## src/rtl/pwm_pkg.sv

```systemverilog
// Shared PWM definitions: decoder state encoding and default timing constants,
// common to the generator and decoder sides.
package pwm_pkg;

  localparam int unsigned PWM_INTERVAL_DEFAULT = 1200;
  localparam int unsigned PWM_TIMEOUT_DEFAULT  = 2400;

  typedef enum logic [1:0] {
    IDLE,
    ARM,
    HIGH,
    LOW
  } pwm_dec_state_t;

endpackage

```

## src/rtl/pwm_decoder_if.sv

```systemverilog
// PWM capture bus: sampled PWM line in, measured duty/period and status out.
interface pwm_decoder_if
  import pwm_pkg::*;
#(
  parameter int unsigned DW = $clog2(PWM_INTERVAL_DEFAULT),
  parameter int unsigned PW = $clog2(PWM_TIMEOUT_DEFAULT + 1)
);

  logic          pwm_in;
  logic [DW-1:0] duty_value;
  logic [PW-1:0] period_value;
  logic          valid;
  logic          stuck_high;
  logic          stuck_low;

  modport master (
    output pwm_in,
    input  duty_value, period_value, valid, stuck_high, stuck_low
  );

  modport slave (
    input  pwm_in,
    output duty_value, period_value, valid, stuck_high, stuck_low
  );

endinterface

```

## src/rtl/pwm_sync_filter.sv

```systemverilog
// 2-FF synchronizer, optional glitch filter (PWM_DECODER_GLITCH_FILTER_EN) and registered
// edge detect. `level` is the filtered level aligned with the rise/fall strobes.
module pwm_sync_filter #(
  parameter int unsigned GLITCH_CYCLES = 3
) (
  input  logic clk,
  input  logic rst_n,
  input  logic pwm_in,
  output logic level,
  output logic rise,
  output logic fall
);

  logic [1:0] sync_q;
  logic       f;
  logic       f_d_q;
  logic       rise_q;
  logic       fall_q;

  always_ff @(posedge clk) begin
    if (!rst_n) begin
      sync_q <= '0;
    end else begin
      sync_q <= {sync_q[0], pwm_in};
    end
  end

`ifdef PWM_DECODER_GLITCH_FILTER_EN
  localparam int unsigned CW = $clog2(GLITCH_CYCLES + 1);

  logic [CW-1:0] cnt_q;
  logic          filt_q;

  // Follow the synchronized line only after GLITCH_CYCLES consecutive differing samples.
  always_ff @(posedge clk) begin
    if (!rst_n) begin
      cnt_q  <= '0;
      filt_q <= 1'b0;
    end else if (sync_q[1] == filt_q) begin
      cnt_q <= '0;
    end else if (cnt_q == CW'(GLITCH_CYCLES - 1)) begin
      cnt_q  <= '0;
      filt_q <= sync_q[1];
    end else begin
      cnt_q <= cnt_q + CW'(1);
    end
  end

  assign f = filt_q;
`else
  assign f = sync_q[1];
`endif

  always_ff @(posedge clk) begin
    if (!rst_n) begin
      f_d_q  <= 1'b0;
      rise_q <= 1'b0;
      fall_q <= 1'b0;
    end else begin
      f_d_q  <= f;
      rise_q <= f & ~f_d_q;
      fall_q <= ~f & f_d_q;
    end
  end

  assign level = f_d_q;
  assign rise  = rise_q;
  assign fall  = fall_q;

endmodule

```

## src/rtl/pwm_decoder.sv

```systemverilog
// PWM capture: measures high time and rise-to-rise period, flags stuck-high/low lines.
// Optional input glitch filter enabled by defining PWM_DECODER_GLITCH_FILTER_EN.
module pwm_decoder
  import pwm_pkg::*;
#(
  parameter int unsigned PWM_INTERVAL  = PWM_INTERVAL_DEFAULT,
  parameter int unsigned TIMEOUT       = PWM_TIMEOUT_DEFAULT,
  parameter int unsigned GLITCH_CYCLES = 3
) (
  input  logic          clk,
  input  logic          rst_n,
  pwm_decoder_if.slave  bus
);

  localparam int unsigned DW = $clog2(PWM_INTERVAL);
  localparam int unsigned PW = $clog2(TIMEOUT + 1);
  localparam logic [DW-1:0] HiMax  = DW'(PWM_INTERVAL - 1);
  localparam logic [PW-1:0] PerMax = PW'(TIMEOUT);

  logic level, rise, fall, timeout;

  pwm_dec_state_t state_q, state_d;
  logic [DW-1:0]  hi_cnt_q, hi_cnt_d, duty_q, duty_d;
  logic [PW-1:0]  per_cnt_q, per_cnt_d, idle_cnt_q, idle_cnt_d, period_q, period_d;
  logic           valid_q, valid_d, stuck_high_q, stuck_high_d, stuck_low_q, stuck_low_d;

  pwm_sync_filter #(
    .GLITCH_CYCLES (GLITCH_CYCLES)
  ) u_sync_filter (
    .clk    (clk),
    .rst_n  (rst_n),
    .pwm_in (bus.pwm_in),
    .level  (level),
    .rise   (rise),
    .fall   (fall)
  );

  // Expiry fires only on the step into TIMEOUT, so once per stuck episode; an edge wins.
  assign timeout = ~(rise | fall) && (idle_cnt_q == PerMax - PW'(1));

  always_comb begin
    state_d      = state_q;
    hi_cnt_d     = hi_cnt_q;
    per_cnt_d    = per_cnt_q;
    duty_d       = duty_q;
    period_d     = period_q;
    valid_d      = 1'b0;
    stuck_high_d = stuck_high_q;
    stuck_low_d  = stuck_low_q;

    if (rise || fall) begin
      idle_cnt_d = '0;
    end else if (idle_cnt_q != PerMax) begin
      idle_cnt_d = idle_cnt_q + PW'(1);
    end else begin
      idle_cnt_d = idle_cnt_q;
    end

    if (fall) stuck_high_d = 1'b0;
    if (rise) stuck_low_d  = 1'b0;

    unique case (state_q)
      IDLE: begin
        if (fall) state_d = ARM;
      end
      ARM: begin
        if (rise) begin
          state_d   = HIGH;
          hi_cnt_d  = DW'(1);
          per_cnt_d = PW'(1);
        end
      end
      HIGH: begin
        per_cnt_d = (per_cnt_q == PerMax) ? per_cnt_q : per_cnt_q + PW'(1);
        if (fall) begin
          state_d = LOW;
        end else begin
          hi_cnt_d = (hi_cnt_q == HiMax) ? hi_cnt_q : hi_cnt_q + DW'(1);
        end
      end
      LOW: begin
        if (rise) begin
          duty_d       = hi_cnt_q;
          period_d     = per_cnt_q;
          valid_d      = 1'b1;
          stuck_high_d = 1'b0;
          stuck_low_d  = 1'b0;
          hi_cnt_d     = DW'(1);
          per_cnt_d    = PW'(1);
          state_d      = HIGH;
        end else begin
          per_cnt_d = (per_cnt_q == PerMax) ? per_cnt_q : per_cnt_q + PW'(1);
        end
      end
      default: state_d = IDLE;
    endcase

    if (timeout) begin
      valid_d  = 1'b1;
      period_d = '0;
      if (level) begin
        stuck_high_d = 1'b1;
        stuck_low_d  = 1'b0;
        duty_d       = HiMax;
        state_d      = IDLE;
      end else begin
        stuck_low_d  = 1'b1;
        stuck_high_d = 1'b0;
        duty_d       = '0;
        state_d      = ARM;
      end
    end
  end

  always_ff @(posedge clk) begin
    if (!rst_n) begin
      state_q      <= IDLE;
      hi_cnt_q     <= '0;
      per_cnt_q    <= '0;
      idle_cnt_q   <= '0;
      duty_q       <= '0;
      period_q     <= '0;
      valid_q      <= 1'b0;
      stuck_high_q <= 1'b0;
      stuck_low_q  <= 1'b0;
    end else begin
      state_q      <= state_d;
      hi_cnt_q     <= hi_cnt_d;
      per_cnt_q    <= per_cnt_d;
      idle_cnt_q   <= idle_cnt_d;
      duty_q       <= duty_d;
      period_q     <= period_d;
      valid_q      <= valid_d;
      stuck_high_q <= stuck_high_d;
      stuck_low_q  <= stuck_low_d;
    end
  end

  assign bus.duty_value   = duty_q;
  assign bus.period_value = period_q;
  assign bus.valid        = valid_q;
  assign bus.stuck_high   = stuck_high_q;
  assign bus.stuck_low    = stuck_low_q;

endmodule

```

## src/flat_wrapper.sv

```systemverilog
// flat-port wrapper written by rule: the top's interface ports become plain ports
module pwm_decoder_flat import pwm_pkg::*;
#(
  parameter int unsigned PWM_INTERVAL  = PWM_INTERVAL_DEFAULT,
  parameter int unsigned TIMEOUT       = PWM_TIMEOUT_DEFAULT,
  parameter int unsigned GLITCH_CYCLES = 3
)
  (clk, rst_n, bus_pwm_in, bus_duty_value, bus_period_value, bus_valid, bus_stuck_high, bus_stuck_low);
  pwm_decoder_if #(.DW(($clog2(1200))), .PW(($clog2(2400 + 1)))) bus_i ();
  input  logic clk;
  input  logic rst_n;
  input wire logic [$bits(bus_i.pwm_in)-1:0] bus_pwm_in;
  output wire logic [$bits(bus_i.duty_value)-1:0] bus_duty_value;
  output wire logic [$bits(bus_i.period_value)-1:0] bus_period_value;
  output wire logic [$bits(bus_i.valid)-1:0] bus_valid;
  output wire logic [$bits(bus_i.stuck_high)-1:0] bus_stuck_high;
  output wire logic [$bits(bus_i.stuck_low)-1:0] bus_stuck_low;
  assign bus_i.pwm_in = bus_pwm_in;
  assign bus_duty_value = bus_i.duty_value;
  assign bus_period_value = bus_i.period_value;
  assign bus_valid = bus_i.valid;
  assign bus_stuck_high = bus_i.stuck_high;
  assign bus_stuck_low = bus_i.stuck_low;
  pwm_decoder #(.PWM_INTERVAL(PWM_INTERVAL), .TIMEOUT(TIMEOUT), .GLITCH_CYCLES(GLITCH_CYCLES)) u_core (.clk(clk), .rst_n(rst_n), .bus(bus_i));
endmodule
```

## config.mk

```make
export PLATFORM = sky130hd
export DESIGN_NAME = pwm_decoder_flat
export DESIGN_NICKNAME = d
export VERILOG_FILES = /design/src/rtl/pwm_pkg.sv /design/src/rtl/pwm_decoder_if.sv /design/src/rtl/pwm_sync_filter.sv /design/src/rtl/pwm_decoder.sv /design/src/flat_wrapper.sv
export SDC_FILE = /design/constraint.sdc
export NUM_CORES = 1
export LEC_CHECK = 0
export BUFFER_PORTS_ARGS = -buffer_cell sky130_fd_sc_hd__buf_2
export CAP_MARGIN = 30
export CORE_ASPECT_RATIO = 1.1
export CORE_MARGIN = 10
export CORE_UTILIZATION = 65
export CTS_BUF_LIST = sky130_fd_sc_hd__clkbuf_8
export DETAILED_ROUTE_END_ITERATION = 8
export GPL_ROUTABILITY_DRIVEN = 0
export PLACE_DENSITY = 0.86
export SYNTH_ARGS = -nofsm -noshare
export SYNTH_HDL_FRONTEND = slang
export SYNTH_HIERARCHICAL = 1
export SYNTH_SLANG_ARGS = --single-unit
```

## constraint.sdc

```tcl
create_clock -name clk -period 3.2 [get_ports clk]
set_input_delay 0 -clock clk [delete_from_list [all_inputs] [get_ports clk]]
set_output_delay 0 -clock clk [all_outputs]
set_load 0.02 [all_outputs]
```

# Word-level counts from Yosys, hierarchy flattened
# Index checks and enable logic that the tools add are counted.
dict set report word_totals {
  ff_bits 68
  elab_cells 83
  inputBits 3
}
dict set report op_classes {
  bitwise 7
  muxes 31
  add_sub_neg 3
  reduce_logical 15
  eq_ne 14
}
# op count
set op_table {}
lappend op_table {{11-bit two-way mux} 7}
lappend op_table {{12-bit two-way mux} 3}
lappend op_table {{12-bit one-hot mux with 3 select lines} 1}
lappend op_table {{12-bit by 1-bit adder with 12-bit output (second input constant)} 2}
lappend op_table {{12-bit equality test (second input constant)} 2}
lappend op_table {{11-bit one-hot mux with 2 select lines} 1}
lappend op_table {{1-bit two-way mux} 14}
lappend op_table {{12-bit != test (second input constant)} 1}
lappend op_table {{11-bit by 1-bit adder with 11-bit output (second input constant)} 1}
lappend op_table {{11-bit equality test (second input constant)} 1}
lappend op_table {{2-bit two-way mux} 4}
lappend op_table {{2-bit != test (second input constant)} 3}
lappend op_table {{3-bit by 2-bit != test with 1-bit output (second input constant)} 2}
lappend op_table {{2-bit one-hot mux with 3 select lines} 1}
lappend op_table {{2-bit AND reduction} 3}
lappend op_table {{2-bit nonzero test} 3}
lappend op_table {{2-bit OR reduction} 3}
lappend op_table {{2-bit equality test (second input constant)} 2}
lappend op_table {{1-bit NOT} 4}
lappend op_table {{4-bit AND reduction} 1}
lappend op_table {{3-bit by 1-bit != test with 1-bit output (second input constant)} 1}
lappend op_table {{3-bit AND reduction} 1}
lappend op_table {{3-bit nonzero test} 1}
lappend op_table {{1-bit bitwise AND} 2}
lappend op_table {{other kinds (6)} 6}

# Depth between registers and ports, before layout
dict set report logic_depth {
  ltp_word 5
  depth_mapped 6
  depth_no_buf 6
}

# Hierarchy
# The synthesis kept the hierarchy.
# module cells_per_inst instances seq_area_each_um2 area_each_um2
set modules_own_cells {}
lappend modules_own_cells {pwm_decoder 336 1 1261.2 2851.5}
lappend modules_own_cells {pwm_sync_filter 10 1 100.1 140.1}

# Worst setup path before layout
# No wires, ideal clock.
dict set report synth_path {
  kind {reg-to-reg}
  start {reg u_core.per_cnt_q[0]}
  end {reg u_core.per_cnt_q[9]}
  path_stages_with_launch 7
  t_arrival_ns 1.650
  synth_period_minus_slack_ns 1.770
  setup_slack_ns 1.430
  path_buffers 0
  setup_ns 0.120
  cell_sequence {dfxtp_1 inv_1 ha_1 or2b_4 o41ai_4 nor3b_1 o31a_1}
}
dict set report synth_via {
  elab_chain_len 4
  word_cells_on_any_way 5
  cone_classes {add/sub (1); eq/ne (1); mux (3)}
}
# element line
set synth_rtl {}
lappend synth_rtl {{from (decl)} pwm_decoder.sv:24} ;# logic [PW-1:0] per_cnt_q, per_cnt_d, idle_cnt_q, idle_cnt_d, period_q, period_d;
lappend synth_rtl {{from (signal assigned)} pwm_decoder.sv:129} ;# per_cnt_q <= per_cnt_d;
lappend synth_rtl {{12-bit by 1-bit adder with 12-bit output / 12-bit equality test (equally long branches)} {pwm_decoder.sv:74, pwm_decoder.sv:92}}
lappend synth_rtl {{12-bit two-way mux *} {pwm_decoder.sv:74, pwm_decoder.sv:92}}
lappend synth_rtl {{12-bit two-way mux} pwm_decoder.sv:82} ;# if (rise) begin
lappend synth_rtl {{12-bit one-hot mux with 3 select lines *} pwm_decoder.sv:62} ;# unique case (state_q)
# Mark *: on every way between the ends. The rest lies on a longest branch, timed or not.
# A chain may end at the register's enable or synchronous reset.

# Worst setup path after layout
dict set report layout_path {
  start {reg u_core.idle_cnt_q[1]}
  end {reg u_core.period_q[1] (netlist: u_core/bus.period_value[1])}
}
dict set report layout_via {
  elab_chain_len 3
}
# element line
set layout_rtl {}
lappend layout_rtl {{from (decl)} pwm_decoder.sv:24}
lappend layout_rtl {{from (signal assigned)} pwm_decoder.sv:130} ;# idle_cnt_q <= idle_cnt_d;
lappend layout_rtl {{12-bit equality test} pwm_decoder.sv:39} ;# assign timeout = ~(rise | fall) && (idle_cnt_q == PerMax - PW'(1));
lappend layout_rtl {{1-bit logical AND} pwm_decoder.sv:39}
lappend layout_rtl {{2-bit OR reduction (no line)} n/a}
lappend layout_rtl {{to (signal assigned)} pwm_decoder.sv:132} ;# period_q <= period_d;
lappend layout_rtl {{to (decl)} pwm_decoder.sv:24}
# No other way between the ends.

==> impl_results.md <==
- Cell row count: 25
- Die H: 91.2 um
- CTS resizes: 0
- Compound-Gate Fraction of Synth Area: 0.143
- Worst Max-Slew Pin Slew: 0.861 ns
- Max-slew headroom: 0.425
- Pre-CTS setup slack: 0.846 ns
- First-pass GRT wire length: 11300 um
- Antenna Cells: 0
- Vias per cell: 6.10
- CP max-delay cell: nand2_1
- Synth Area in XOR/XNOR: 0.0410
- Final Hold Fails: 0
- Number of synthesized register bits: 68
- Synth top area cells: dfxtp_1 (46%), nand2_1 (7.4%), a21oi_1 (5.5%)
- Post-Syn Nets: 354
- FFs w/ async S/R, synth: 0
- Required time worst endpoint: 3.39 ns
- Clock Latency Late Sink: 0.34 ns
- Clock transition time at the flip-flop clock pins of the worst setup and hold paths: 0.07 ns
- Final Critical Period: 2.45 ns
- Synth Area in Adders: 0.0209
- Number of DRC markers in iteration 0: 244
- ANT nets after route: 0
- Slew Viols, Final: 0
- HP Class: primary input to flip-flop
- Htree depth: 3
- CORE AREA: 0.00438 mm^2
- Wirelength per Cell: 15.7 um
- Drt pass-1 iters: 8
- Final nets: 379
- Die Area: 0.00772 mm^2
- Power per Cell Area: 479 mW/mm^2
- Reg area: 0.00136 mm^2
- RSZ-0062 raised after global routing: false
- Clk root buf: clkbuf_8
- Period utilisation layout: 0.765
- Maxcap violations: 0
- P&R area growth vs syn: 12.1%
- Synthesized instance count: 346
- Fill cell count: 308
- Largest net degree at the start of global routing: 26
- Clk buf depth: 2
- Total of warnings raised by yosys: 6
- TNS Setup: 0 ns
- DRT Wirelength: 6730 um
- Largest stage delay, worst path: 0.73 ns
- Die X: 84.7 um
- Detailed Place HPWL: 4430 um
- Clock skew: 0.00753 ns
- Post-synth top flop: dfxtp_1
- GRT overflow: 0
- Initial antenna violation count: 0
- Final Worst Setup Slack: 0.753 ns
- Post-synth top area cell: dfxtp_1
- Leakage: 1.28 nW
- CP delay by family, top: simple AND/OR/NAND/NOR gates
- Multi-input gate area: 0.00154 mm^2
- Post-synth top area share: 0.455
- TritonCTS Buffers: 9
- CP bufs+invs: 0
- Post-Synth Simple-Gate Area: 0.293
- Setup Crit Path Kind: flip-flop to flip-flop
- IO Pins: 29
- Input/output buffers: 28
- Highest Clock Rate: 0.409 GHz
- CP arrival: 2.63 ns
- DR vias: 2615
- Status: complete, no violations
- Layout cells sized above 1: 0.155
- Distinct cells, synth: 55
- Cell Area, Synth: 0.00299 mm^2
- Clock Sinks: 68
- Crit path launch type: flip-flop
- Mean area per synthesized cell: 8.65 um^2
- Worst VDD drop: 0.438 mV
- CTS tree: done
- Number of global-route vias before repair: 2466
- All-Layer GR Usage: 0.173
- Multiplexer share of the synthesized area: 0.0167
- Largest family of logic cells by synthesized area: simple AND/OR/NAND/NOR gates
- Worst-path cell chain: ha_1, and4_1, nand4bb_1, nand2_1, a21oi_1
- Post-synth EDFFs: 0
- Initial Util: 0.683
- Crit path max fanout: 17
- Final setup fails: 0
- Type of destination of the critical path: flip-flop
- Seq/Total Area, Yosys: 0.455
- DRC: 0
cells in the mapped netlist (2+ instances only):
| master | number |
|---|---|
| and3_1 | 5 |
| xnor2_1 | 7 |
| a31oi_1 | 11 |
| nand4bb_1 | 3 |
| o31ai_1 | 2 |
| and2_1 | 2 |
| inv_1 | 9 |
| o21ai_0 | 5 |
| and2_2 | 3 |
| nor3b_1 | 3 |
| ha_1 | 5 |
| nand2b_1 | 5 |
| nand2_1 | 59 |
| nor2_1 | 22 |
| a211oi_1 | 2 |
| xor2_1 | 7 |
| dfxtp_1 | 68 |
| nand4_1 | 6 |
| clkbuf_1 | 14 |
| a21o_1 | 2 |
| and3b_1 | 2 |
| or2_2 | 2 |
| a41o_1 | 3 |
| nand3_1 | 21 |
| nor3_1 | 5 |
| or3_2 | 2 |
| or3_1 | 4 |
| mux2i_1 | 5 |
| and4bb_2 | 2 |
| and4_1 | 2 |
| a21oi_1 | 33 |
| o2111ai_1 | 2 |
layer usage:
layer,share of wire,GRT usage,vias up,routed length (um)
li1,-,-,1280,-
met1,0.42,0.192,1220,2860
met2,0.49,0.293,100,3330
met3,0.060,0.0474,15,404
met4,0.021,0.0934,0,139
met5,0,0,-,0
what timing repair did:
action / CTS / global route
setup endpoints to repair: 0 / 0
hold buffers: 1 / 0
buffers inserted: 0 / 0
endpoints found under the hold margin: 1 / 0
cell usage in the layout, fill, tap and decap left out, drive strengths merged, types with 3 or more instances in the layout:
cell type,count
a31oi,11
ha,5
nor3b,3
and3,5
nand4,6
a41o,3
nand4bb,3
or3,7
or2,3
dfxtp,68
xnor2,7
xor2,7
or4,3
clkbuf,12
inv,11
buf,28
nor2,22
o21ai,5
nand3,22
a21oi,33
nand2,59
nor3,5
and2,5
mux2i,5
nand2b,5
registers in the layout, indices dropped and copies added, names as in the netlist:
signal	flops
u_core/bus.duty_value	11
u_core/bus.period_value	12
u_core/bus.stuck_high	1
u_core/bus.stuck_low	1
u_core/bus.valid	1
u_core/hi_cnt_q	11
u_core/idle_cnt_q	12
u_core/per_cnt_q	12
u_core/state_q	2
u_core/u_sync_filter/fall	1
u_core/u_sync_filter/level	1
u_core/u_sync_filter/rise	1
u_core/u_sync_filter/sync_q	2
cell families after synthesis:
logic type,Yosys count
multiplexers,5
AO/OA/AOI/OAI,67
adder cells (fa/ha/maj),5
flip-flops,68
XOR/XNOR,14
buffers and inverters,24
AND/OR/NAND/NOR,163
layout make-up:
cell class	count	area share
Timing Repair Buffer	29	0.0448
Inverter	9	0.0101
Clock inverter	3	0.0112
Clock buffer	12	0.0492
Sequential cell	68	0.406
Multi-Input combinational cell	254	0.459
Tap cell	54	0.0201
stage by stage:
step | utilization | std cells | total power, W | area [um^2] | hold slack (ns)
2_1_floorplan | - | 346 | 0.000903 | 2990 | 0.136
3_3_place_gp | 0.717 | 413 | 0.000911 | 3140 | 0.220
3_5_place_dp | 0.717 | 413 | 0.000914 | 3140 | 0.221
4_1_cts | 0.766 | 429 | 0.00162 | 3350 | 0.00355
5_1_grt | 0.766 | 429 | 0.00165 | 3350 | 0.0253
6_report | 0.766 | 429 | 0.00161 | 3350 | 0.0229
final timing paths:
check                                                             start                                         to  slack, ns  cells after the start
worst min register to register  u_core/bus.period_value[7]$_SDFFE_PP0P_    u_core/bus.period_value[7]$_SDFFE_PP0P_       0.45                      2
worst max register to register        u_core/idle_cnt_q[1]$_SDFFE_PP0P_    u_core/bus.period_value[1]$_SDFFE_PP0P_       0.75                      5
worst min-delay path                                              rst_n  u_core/u_sync_filter/sync_q[1]$_SDFF_PN0_       0.02                      2
worst max-delay path                  u_core/idle_cnt_q[1]$_SDFFE_PP0P_    u_core/bus.period_value[1]$_SDFFE_PP0P_       0.75                      5
power by group:
group	total [W]	internal, W	switching (W)
Sequential	0.000858	0.000852	0.00000635
Clock	0.000709	0.000414	0.000295
Combinational	0.0000389	0.0000134	0.0000255
(Power assumes the default switching activity.)
